[src/rtl/configurable_decode_controller_if.sv]
// Byte-stream link between the host, the decode controller and the result sink.
// The slave side is the controller: it consumes input bytes and produces result bytes.
interface configurable_decode_controller_if;
  logic [7:0] input_data;
  logic       input_valid;
  logic       input_ready;
  logic [7:0] output_data;
  logic       output_valid;
  logic       output_ready;

  modport slave (
    input  input_data, input_valid, output_ready,
    output input_ready, output_data, output_valid
  );

  modport master (
    output input_data, input_valid, output_ready,
    input  input_ready, output_data, output_valid
  );
endinterface

[src/rtl/configurable_decode_controller.sv]
// Stage controller for the decoder PE array: loads syndrome rounds, runs bounded grow/merge
// iterations, then streams a framed result (6-byte header + per-round corrections).
module configurable_decode_controller #(
  parameter int GRID_WIDTH_X            = 4,
  parameter int GRID_WIDTH_Z            = 1,
  parameter int GRID_WIDTH_U            = 3,
  parameter int ITERATION_COUNTER_WIDTH = 8,
  parameter int MAX_ITERATIONS          = 255,
  parameter int MAXIMUM_DELAY           = 2,
  localparam int PU_PER_ROUND    = GRID_WIDTH_X * GRID_WIDTH_Z,
  localparam int BYTES_PER_ROUND = (PU_PER_ROUND + 7) / 8,
  localparam int ALIGNED         = 8 * BYTES_PER_ROUND,
  localparam int CORR_W          = (GRID_WIDTH_X - 1) * GRID_WIDTH_Z
                                 + ((GRID_WIDTH_X - 1) * GRID_WIDTH_Z + 1)
                                 + GRID_WIDTH_X * GRID_WIDTH_Z,
  localparam int CORR_BYTES      = (CORR_W + 7) / 8,
  localparam int PU_COUNT        = PU_PER_ROUND * GRID_WIDTH_U,
  localparam int STAGE_WIDTH     = 3
) (
  input  logic                       clk,
  input  logic                       reset,
  configurable_decode_controller_if.slave link,
  input  logic [PU_COUNT-1:0]        busy_PE,
  input  logic [PU_COUNT-1:0]        odd_clusters_PE,
  output logic [ALIGNED-1:0]         measurements,
  input  logic [CORR_W-1:0]          correction,
  output logic [STAGE_WIDTH-1:0]     global_stage
);

  localparam logic [2:0] S_IDLE  = 3'd0, S_PARAM = 3'd1, S_PREP = 3'd2, S_LOAD = 3'd3,
                         S_GROW  = 3'd4, S_MERGE = 3'd5, S_PEEL = 3'd6, S_RV   = 3'd7;
  localparam logic [7:0] START_DECODING_MSG      = 8'h01;
  localparam logic [7:0] MEASUREMENT_DATA_HEADER = 8'h02;

  localparam int ITW   = ITERATION_COUNTER_WIDTH;
  localparam int RND_W = $clog2(GRID_WIDTH_U + 1);
  localparam int BC_W  = $clog2(BYTES_PER_ROUND + 1);
  localparam int DLY_W = (MAXIMUM_DELAY < 1) ? 1 : $clog2(MAXIMUM_DELAY + 1);
  localparam int OB_W  = $clog2(CORR_BYTES + 1);

  localparam logic [RND_W-1:0] ROUNDS_MAX = RND_W'(GRID_WIDTH_U);
  localparam logic [RND_W-1:0] ONE_R      = RND_W'(1);
  localparam logic [7:0]       U_BYTE     = 8'(GRID_WIDTH_U);
  localparam logic [BC_W-1:0]  BYTE_LAST  = BC_W'(BYTES_PER_ROUND - 1);
  localparam logic [DLY_W-1:0] DLY_MAX    = DLY_W'(MAXIMUM_DELAY);
  localparam logic [ITW-1:0]   ITER_MAX   = ITW'(MAX_ITERATIONS);
  localparam logic [OB_W-1:0]  OB_LAST    = OB_W'(CORR_BYTES - 1);
  localparam logic [2:0]       HDR_BYTES  = 3'd6;

  logic [2:0]        state, state_nx;
  logic              busy_r, odd_r;
  logic [RND_W-1:0]  rounds_cfg, rounds_loaded, wr_cnt, out_round;
  logic [BC_W-1:0]   byte_cnt;
  logic [DLY_W-1:0]  delay_cnt;
  logic [ITW-1:0]    iteration_counter;
  logic [31:0]       cycle_counter, cycle_nx, hdr_cycles;
  logic [1:0]        status, status_nx, hdr_status;
  logic [7:0]        hdr_iter;
  logic [GRID_WIDTH_U-1:0][CORR_W-1:0] corr_buf;
  logic              frame_active;
  logic [2:0]        hdr_idx;
  logic [OB_W-1:0]   out_byte;
  logic [ALIGNED-1:0] meas_shift;
  logic [CORR_BYTES*8-1:0] corr_pad;
  logic              in_fire, out_fire, delay_done, settle, timeout_take, hdr_phase;

  if (ALIGNED > 8) begin : g_meas_wide
    assign meas_shift = {link.input_data, measurements[ALIGNED-1:8]};
  end else begin : g_meas_narrow
    assign meas_shift = link.input_data;
  end

  assign in_fire      = link.input_valid && link.input_ready;
  assign out_fire     = link.output_valid && link.output_ready;
  assign delay_done   = (delay_cnt == DLY_MAX);
  assign settle       = (state == S_MERGE) || (state == S_PEEL);
  assign timeout_take = (state == S_MERGE) && delay_done && !busy_r && odd_r &&
                        (iteration_counter == ITER_MAX);
  assign hdr_phase    = (hdr_idx != HDR_BYTES);

  always_ff @(posedge clk or posedge reset) begin
    if (reset) state <= S_IDLE;
    else       state <= state_nx;
  end

  always_comb begin
    state_nx = state;
    case (state)
      S_IDLE:  if (in_fire) begin
                 if (link.input_data == START_DECODING_MSG)           state_nx = S_PARAM;
                 else if (link.input_data == MEASUREMENT_DATA_HEADER) state_nx = S_PREP;
               end
      S_PARAM: if (in_fire) state_nx = S_IDLE;
      S_PREP:  if (in_fire && byte_cnt == BYTE_LAST) state_nx = S_LOAD;
      S_LOAD:  state_nx = (rounds_loaded < rounds_cfg) ? S_PREP : S_MERGE;
      S_GROW:  state_nx = S_MERGE;
      S_MERGE: if (delay_done && !busy_r) begin
                 if (!odd_r || iteration_counter == ITER_MAX) state_nx = S_PEEL;
                 else                                         state_nx = S_GROW;
               end
      S_PEEL:  if (delay_done && !busy_r) state_nx = S_RV;
      S_RV:    if (wr_cnt == rounds_cfg - ONE_R) state_nx = S_IDLE;
      default: state_nx = S_IDLE;
    endcase
  end

  always_comb begin
    global_stage      = state;
    link.input_ready  = !reset && ((state == S_IDLE) ? !frame_active
                                   : (state == S_PARAM || state == S_PREP));
    link.output_valid = frame_active && (hdr_phase || out_round < wr_cnt);
    corr_pad          = '0;
    corr_pad[CORR_W-1:0] = corr_buf[out_round];
    case (hdr_idx)
      3'd0:    link.output_data = hdr_iter;
      3'd1:    link.output_data = {6'b0, hdr_status};
      3'd2:    link.output_data = hdr_cycles[31:24];
      3'd3:    link.output_data = hdr_cycles[23:16];
      3'd4:    link.output_data = hdr_cycles[15:8];
      3'd5:    link.output_data = hdr_cycles[7:0];
      default: link.output_data = corr_pad[{out_byte, 3'b000} +: 8];
    endcase
  end

  // The header must include the increment of the final PEELING cycle, hence the *_nx values.
  always_comb begin
    cycle_nx  = cycle_counter;
    status_nx = status;
    if (state == S_LOAD) begin
      cycle_nx  = 32'd1;
      status_nx = 2'b00;
    end else if (state == S_GROW || settle) begin
      if (cycle_counter != '1) cycle_nx = cycle_counter + 32'd1;
      if (cycle_nx == '1)      status_nx[1] = 1'b1;
      if (timeout_take)        status_nx[0] = 1'b1;
    end
  end

  always_ff @(posedge clk or posedge reset) begin
    if (reset) begin
      busy_r <= 1'b0;  odd_r <= 1'b0;
      measurements <= '0;  rounds_cfg <= ROUNDS_MAX;  rounds_loaded <= '0;
      byte_cnt <= '0;  delay_cnt <= '0;  iteration_counter <= '0;
      cycle_counter <= '0;  status <= '0;
      hdr_iter <= '0;  hdr_status <= '0;  hdr_cycles <= '0;
      corr_buf <= '0;  wr_cnt <= '0;  frame_active <= 1'b0;
      hdr_idx <= '0;  out_round <= '0;  out_byte <= '0;
    end else begin
      busy_r        <= |busy_PE;
      odd_r         <= |odd_clusters_PE;
      cycle_counter <= cycle_nx;
      status        <= status_nx;
      if (state_nx != state)          delay_cnt <= '0;
      else if (settle && !delay_done) delay_cnt <= delay_cnt + 1'b1;

      if (out_fire) begin
        if (hdr_phase) hdr_idx <= hdr_idx + 1'b1;
        else if (out_byte == OB_LAST) begin
          out_byte  <= '0;
          out_round <= out_round + 1'b1;
          if (out_round == rounds_cfg - ONE_R) frame_active <= 1'b0;
        end else out_byte <= out_byte + 1'b1;
      end

      case (state)
        S_IDLE:  if (in_fire && link.input_data == MEASUREMENT_DATA_HEADER) begin
                   rounds_loaded <= '0;
                   byte_cnt      <= '0;
                 end
        S_PARAM: if (in_fire)
                   rounds_cfg <= (link.input_data == 8'd0 || link.input_data > U_BYTE)
                                 ? ROUNDS_MAX : link.input_data[RND_W-1:0];
        S_PREP:  if (in_fire) begin
                   measurements <= meas_shift;
                   if (byte_cnt == BYTE_LAST) begin
                     byte_cnt      <= '0;
                     rounds_loaded <= rounds_loaded + 1'b1;
                   end else byte_cnt <= byte_cnt + 1'b1;
                 end
        S_LOAD:  iteration_counter <= '0;
        S_MERGE: if (state_nx == S_GROW) iteration_counter <= iteration_counter + 1'b1;
        S_PEEL:  if (state_nx == S_RV) begin
                   hdr_iter     <= 8'(iteration_counter);
                   hdr_status   <= status_nx;
                   hdr_cycles   <= cycle_nx;
                   frame_active <= 1'b1;
                   hdr_idx      <= '0;
                   out_round    <= '0;
                   out_byte     <= '0;
                   wr_cnt       <= '0;
                 end
        S_RV:    begin
                   corr_buf[wr_cnt] <= correction;
                   wr_cnt           <= wr_cnt + 1'b1;
                 end
        default: ;
      endcase
    end
  end

endmodule

[src/flat_wrapper.sv]
// flat-port wrapper written by rule: the top's interface ports become plain ports
module configurable_decode_controller_flat 
#(
  parameter int GRID_WIDTH_X            = 4,
  parameter int GRID_WIDTH_Z            = 1,
  parameter int GRID_WIDTH_U            = 3,
  parameter int ITERATION_COUNTER_WIDTH = 8,
  parameter int MAX_ITERATIONS          = 255,
  parameter int MAXIMUM_DELAY           = 2,
  localparam int PU_PER_ROUND    = GRID_WIDTH_X * GRID_WIDTH_Z,
  localparam int BYTES_PER_ROUND = (PU_PER_ROUND + 7) / 8,
  localparam int ALIGNED         = 8 * BYTES_PER_ROUND,
  localparam int CORR_W          = (GRID_WIDTH_X - 1) * GRID_WIDTH_Z
                                 + ((GRID_WIDTH_X - 1) * GRID_WIDTH_Z + 1)
                                 + GRID_WIDTH_X * GRID_WIDTH_Z,
  localparam int CORR_BYTES      = (CORR_W + 7) / 8,
  localparam int PU_COUNT        = PU_PER_ROUND * GRID_WIDTH_U,
  localparam int STAGE_WIDTH     = 3
)
  (clk, reset, busy_PE, odd_clusters_PE, measurements, correction, global_stage, link_input_data, link_input_valid, link_output_ready, link_input_ready, link_output_data, link_output_valid);
  configurable_decode_controller_if link_i ();
  input  logic clk;
  input  logic reset;
  input  logic [PU_COUNT-1:0] busy_PE;
  input  logic [PU_COUNT-1:0] odd_clusters_PE;
  output logic [ALIGNED-1:0] measurements;
  input  logic [CORR_W-1:0] correction;
  output logic [STAGE_WIDTH-1:0] global_stage;
  input wire logic [$bits(link_i.input_data)-1:0] link_input_data;
  input wire logic [$bits(link_i.input_valid)-1:0] link_input_valid;
  input wire logic [$bits(link_i.output_ready)-1:0] link_output_ready;
  output wire logic [$bits(link_i.input_ready)-1:0] link_input_ready;
  output wire logic [$bits(link_i.output_data)-1:0] link_output_data;
  output wire logic [$bits(link_i.output_valid)-1:0] link_output_valid;
  assign link_i.input_data = link_input_data;
  assign link_i.input_valid = link_input_valid;
  assign link_i.output_ready = link_output_ready;
  assign link_input_ready = link_i.input_ready;
  assign link_output_data = link_i.output_data;
  assign link_output_valid = link_i.output_valid;
  configurable_decode_controller #(.GRID_WIDTH_X(GRID_WIDTH_X), .GRID_WIDTH_Z(GRID_WIDTH_Z), .GRID_WIDTH_U(GRID_WIDTH_U), .ITERATION_COUNTER_WIDTH(ITERATION_COUNTER_WIDTH), .MAX_ITERATIONS(MAX_ITERATIONS), .MAXIMUM_DELAY(MAXIMUM_DELAY)) u_core (.clk(clk), .reset(reset), .link(link_i), .busy_PE(busy_PE), .odd_clusters_PE(odd_clusters_PE), .measurements(measurements), .correction(correction), .global_stage(global_stage));
endmodule
[config.mk]
export PLATFORM = sky130hd
export DESIGN_NAME = configurable_decode_controller_flat
export DESIGN_NICKNAME = d
export VERILOG_FILES = /design/src/rtl/configurable_decode_controller_if.sv /design/src/rtl/configurable_decode_controller.sv /design/src/flat_wrapper.sv
export SDC_FILE = /design/constraint.sdc
export NUM_CORES = 1
export LEC_CHECK = 0
export CAP_MARGIN = 20
export CORE_MARGIN = 1.5
export CORE_UTILIZATION = 55
export DETAILED_ROUTE_END_ITERATION = 8
export GPL_TIMING_DRIVEN = 0
export HOLD_SLACK_MARGIN = 0.06
export PLACE_DENSITY = 0.76
export SETUP_SLACK_MARGIN = 0.02
export SKIP_CTS_REPAIR_TIMING = 1
export SLEW_MARGIN = 20
export SYNTH_ARGS = -nofsm -noshare
export SYNTH_HDL_FRONTEND = slang
export SYNTH_SLANG_ARGS = --single-unit
[constraint.sdc]
create_clock -name clk -period 8.7 [get_ports clk]
set_clock_uncertainty 0.05 [all_clocks]
set_input_delay 1.74 -clock clk [delete_from_list [all_inputs] [get_ports clk]]
set_output_delay 1.74 -clock clk [all_outputs]
set_load 0.005 [all_outputs]
* Word level (Yosys, flattened, before mapping)
Cells that the tools add are included.
** Storage, ports and cells
- Bits in registers :: 147
- Logic and storage cells :: 172
** Operators by class
- Reductions and logical operators :: 40
- $lt $le $gt $ge :: 6
- Mux-type cells :: 62
- Add/subtract/negate cells :: 10
- Bitwise operators :: 1
- Shift operators :: 1
- Equality and inequality tests :: 30
** Operators by type and width (number)
- $mux 32 :: 5
- $pmux 8 s6 :: 1
- $mux 2 :: 20
- $mux 3 :: 13
- $bwmux 33 :: 1
- $add 32x1->32 const B :: 1
- $eq 32x32->1 const B :: 1
- $ne 32x32->1 const B :: 1
- $eq 3x3->1 const B :: 8
- $pmux 3 s8 :: 1
- $reduce_or 12->1 :: 2
- $bmux 11 s2 :: 1
- $demux 11 s2 :: 1
- $mux 11 :: 2
- $pmux 8 s2 :: 1
- $shiftx 16x6->8 :: 1
- $logic_and 1x1->1 :: 13
- $eq 3x2->1 const B :: 4
- $mux 1 :: 12
- $add 2x1->2 const B :: 5
- $reduce_and 2->1 :: 5
- $add 8x1->8 const B :: 1
- $eq 8x1->1 const B :: 1
- $eq 8x2->1 const B :: 1
- 27 further kinds :: 48

* Depth between registers and ports, before layout
- Depth in word-level cells :: 11
- Depth in mapped cells :: 10

* Worst setup path before layout
Ideal clock, no wire load.
- Path type :: input to output
- Start point :: in reset
- End point :: out link_input_ready
- Data required time :: 6.910 ns
- Stages on the path :: 1
- Data arrival time :: 2.374 ns
- Slack :: 4.536 ns
- Buffers on the path :: 0
- Cell sequence :: a2111oi_0
** On the way
- Cells in the longest elaborated chain, start to end :: 2
** RTL lines
- start, declared :: line flat_wrapper.sv:23 : input logic reset;
- $logic_not 1->1 (no line)
- $logic_and 1x1->1 :: line configurable_decode_controller.sv:109 : link.input_ready = !reset && ((state == S_IDLE) ? !frame_active
- end, declared :: line flat_wrapper.sv:32 : output wire logic [$bits(link_i.input_ready)-1:0] link_input_ready;
Every way passes these cells.

* Final worst setup path
Same ends and word-level chain as after synthesis.

==> results.toml <==
[timing]
layout_worst_path_cycle_share = 0.628
setup_viol = 0
relSlewSlack = 0.419
timing.fmax_ghz = 0.183
maxSlewViolCount = 0
finalHoldViolCount = 0
period_minus_slack_ns = 5.47
tns_ns = 0
rsz0062_at_grt = "false"
whs_ns = 0.438
setup_ws_ns = 3.23
tightest_slew_ns = 0.850

[cells_and_area]
n_fill_cell = 1101
fin_util = 0.676
drive_gt1_frac = 0.138
area_delta_synth_final_pct = 18.8
antenna_cells = 0
final_nets = 943

[route]
first_pass_iters = 5
drtIter0Drc = 673
ant_nets = 0
drcViolationCount = 0
avgViaCountPerCell = 6.20
totalWireLength_mm = 21.2
num_vias = 6669
wl_per_cell_um = 19.7

[clocking]
cts_root_buf = "clkbuf_16"
cts_tree = "built"
clock_latency_ns = 0.43
path_clk_slew_ns = 0.06
cts_buffer_depth = 2
htree_num_levels = 4
cts-buffers-inserted = 17
cts_sinks = 146

[place]
dpl_worst_slack_ns = 3.23
io_buffers = 67
place.gp.congestion = 0.904
hpwlAfterDp_mm = 15.8

[power_and_ir_drop]
intPower_mw = 1.25
power_frac_clock = 0.415
p_total_mw = 1.73
power.density_nw_per_um2 = 183
p_sw_mw = 0.480
p_sw_frac = 0.277
leakage_nw = 3.94
seq_power_share = 0.413
p_comb_frac = 0.173
vdd_ir_drop_max_uv = 227

[critical_path]
cp-end-kind = "output port"
cp-start-kind = "input port"
crit_fanout = 3
worstPathArrival_ns = 3.68
required_ns = 6.91
r2r_setup_slack_ns = 5.40
worstSetupPathType = "input port to output port"

[synth]
synth_area_sq_um = 7960
syn_inst = 796
syn_area_per_cell_sq_um = 10.0
synthFlopType = "dfrtp_1"
ys_async_sr_fraction = 1.00
ys_warn_count = 0
synth_edf_count = 0
ys_seq_elements = 146
synth_nets = 856
synthDistinctLibCells = 76
synth_seq_area_share = 0.459

[global_route]
gr-usage-all-layers = 0.299
antenna_found_initial = 0
grt_max_degree = 111
grt_overflow_total = 0
grt_pass1_wl_mm = 34.2
grt_pass1_vias = 6551

[floorplan]
dieArea_sq_um = 15200
die_h_um = 123
rows = 43
core_area_sq_um = 14000
start_util = 0.569
die_x_um = 123
io_pins = 68

[run]
drv_cap = 0

[status]
status = "completed"

[min_path]
hp-class = "flip-flop to flip-flop"
critical path, cell delays in order:
cell and delay [ns]:
clkdlybuf4s50_1 0.51, a2111oi_0 0.78, clkdlybuf4s50_1 0.65
cell usage in the layout (no fill, tap or decap), types with 4 or more instances in the layout:
| cell | instances |
|---|---|
| clkbuf_16 | 17 |
| nand4_1 | 15 |
| inv_1 | 27 |
| o211ai_1 | 4 |
| nor3_1 | 23 |
| and3_1 | 7 |
| a22oi_1 | 6 |
| a31oi_1 | 5 |
| a221o_1 | 9 |
| o21ai_0 | 33 |
| ha_1 | 13 |
| nand2b_1 | 8 |
| o31ai_1 | 19 |
| nor4_1 | 13 |
| nor2_1 | 69 |
| clkbuf_1 | 36 |
| xnor2_1 | 34 |
| mux2_2 | 52 |
| nand2_1 | 99 |
| xor2_1 | 9 |
| and4_1 | 4 |
| a21oi_1 | 27 |
| clkdlybuf4s50_1 | 67 |
| clkbuf_8 | 7 |
| o22ai_1 | 4 |
| nand3_1 | 20 |
| dfrtp_1 | 144 |
| mux2i_1 | 17 |
| inv_6 | 5 |
| a221oi_1 | 8 |
| nor2b_1 | 6 |
sequential cells by signal (all words and copies together) (netlist names), 2 cells and up:
signal and flops:
u_core.hdr_status 2, u_core.out_byte 2, u_core.hdr_iter 8, u_core.delay_cnt 2, u_core.global_stage 3, u_core.rounds_loaded 2, u_core.corr_buf 33, u_core.hdr_cycles 32
u_core.status 2, u_core.measurements 8, u_core.out_round 2, u_core.cycle_counter 32, u_core.wr_cnt 2, u_core.rounds_cfg 2, u_core.hdr_idx 3, u_core.iteration_counter 8
metrics by stage:
step           std cells  instance area [sq um]
2_1_floorplan        796                   7960
3_3_place_gp        1043                   8850
3_5_place_dp        1044                   8890
4_1_cts             1076                   9460
5_1_grt             1076                   9460
6_report            1076                   9460
final timing paths:
path,from,cells past startpoint,to
setup / recovery,reset,3,link_input_ready
hold / removal,u_core.hdr_cycles[12]$_DFFE_PP0P_,2,u_core.hdr_cycles[12]$_DFFE_PP0P_
setup reg to reg,u_core.cycle_counter[9]$_DFF_PP0_,8,u_core.hdr_status[1]$_DFFE_PP0P_
hold reg to reg,u_core.hdr_cycles[12]$_DFFE_PP0P_,2,u_core.hdr_cycles[12]$_DFFE_PP0P_
max in group asynchronous,reset,3,u_core.corr_buf[17]$_DFFE_PP0P_
min in group asynchronous,reset,2,u_core.cycle_counter[21]$_DFF_PP0_
kinds of logic (layout without fill, tap and decap cells):
| logic type | after synthesis | in the layout | share of synthesized area |
|---|---|---|---|
| multiplexers | 72 | 72 | 0.103 |
| adder cells (fa/ha/maj) | 13 | 13 | 0.0204 |
| AO/OA/AOI/OAI | 146 | 146 | 0.130 |
| buffers and inverters | 79 | 179 | 0.0490 |
| flip-flops | 146 | 146 | 0.459 |
| XOR/XNOR | 43 | 43 | 0.0473 |
| AND/OR/NAND/NOR | 297 | 297 | 0.191 |
per-layer routing:
metal,vias to the layer above,GRT usage,part of all wire
li1,3054,-,-
met1,3299,0.385,0.42
met2,261,0.486,0.48
met3,55,0.0729,0.063
met4,0,0.121,0.036
met5,-,0,0
power by group through the flow:
stage | sequential [mW] | combinational, mW | clock [mW]
after floorplan | 0.722 | 0.175 | 0
after global placement | 0.725 | 0.289 | 0
after detailed placement | 0.726 | 0.297 | 0
after CTS | 0.714 | 0.299 | 0.721
after global routing | 0.716 | 0.329 | 0.752
final | 0.715 | 0.299 | 0.718
cell usage after synthesis, types with 7 or more instances:
library cell,count,area (sq um)
a21oi_1,27,135
a221o_1,9,90.1
a221oi_1,8,70.1
and3_1,7,43.8
clkbuf_1,35,131
dfrtp_1,144,3600
ha_1,13,163
inv_1,28,105
mux2_2,52,586
mux2i_1,17,170
nand2_1,99,372
nand2b_1,8,50.1
nand3_1,20,100
nand4_1,15,93.8
nor2_1,69,259
nor3_1,23,115
nor4_1,13,81.3
o21ai_0,33,165
o31ai_1,19,143
xnor2_1,34,298
xor2_1,9,78.8
cell type report:
cell class | instances | area [sq um] | share of cell area
buffer | 51 | 285 | 0.0302
tap | 180 | 225 | 0.0238
clock inverter | 13 | 123 | 0.0130
clock buffer | 19 | 443 | 0.0468
multi-input combinational | 571 | 3910 | 0.414
timing repair buffer | 68 | 698 | 0.0738
inverter | 28 | 113 | 0.0119
sequential | 146 | 3660 | 0.387
(Power assumes the default switching activity.)
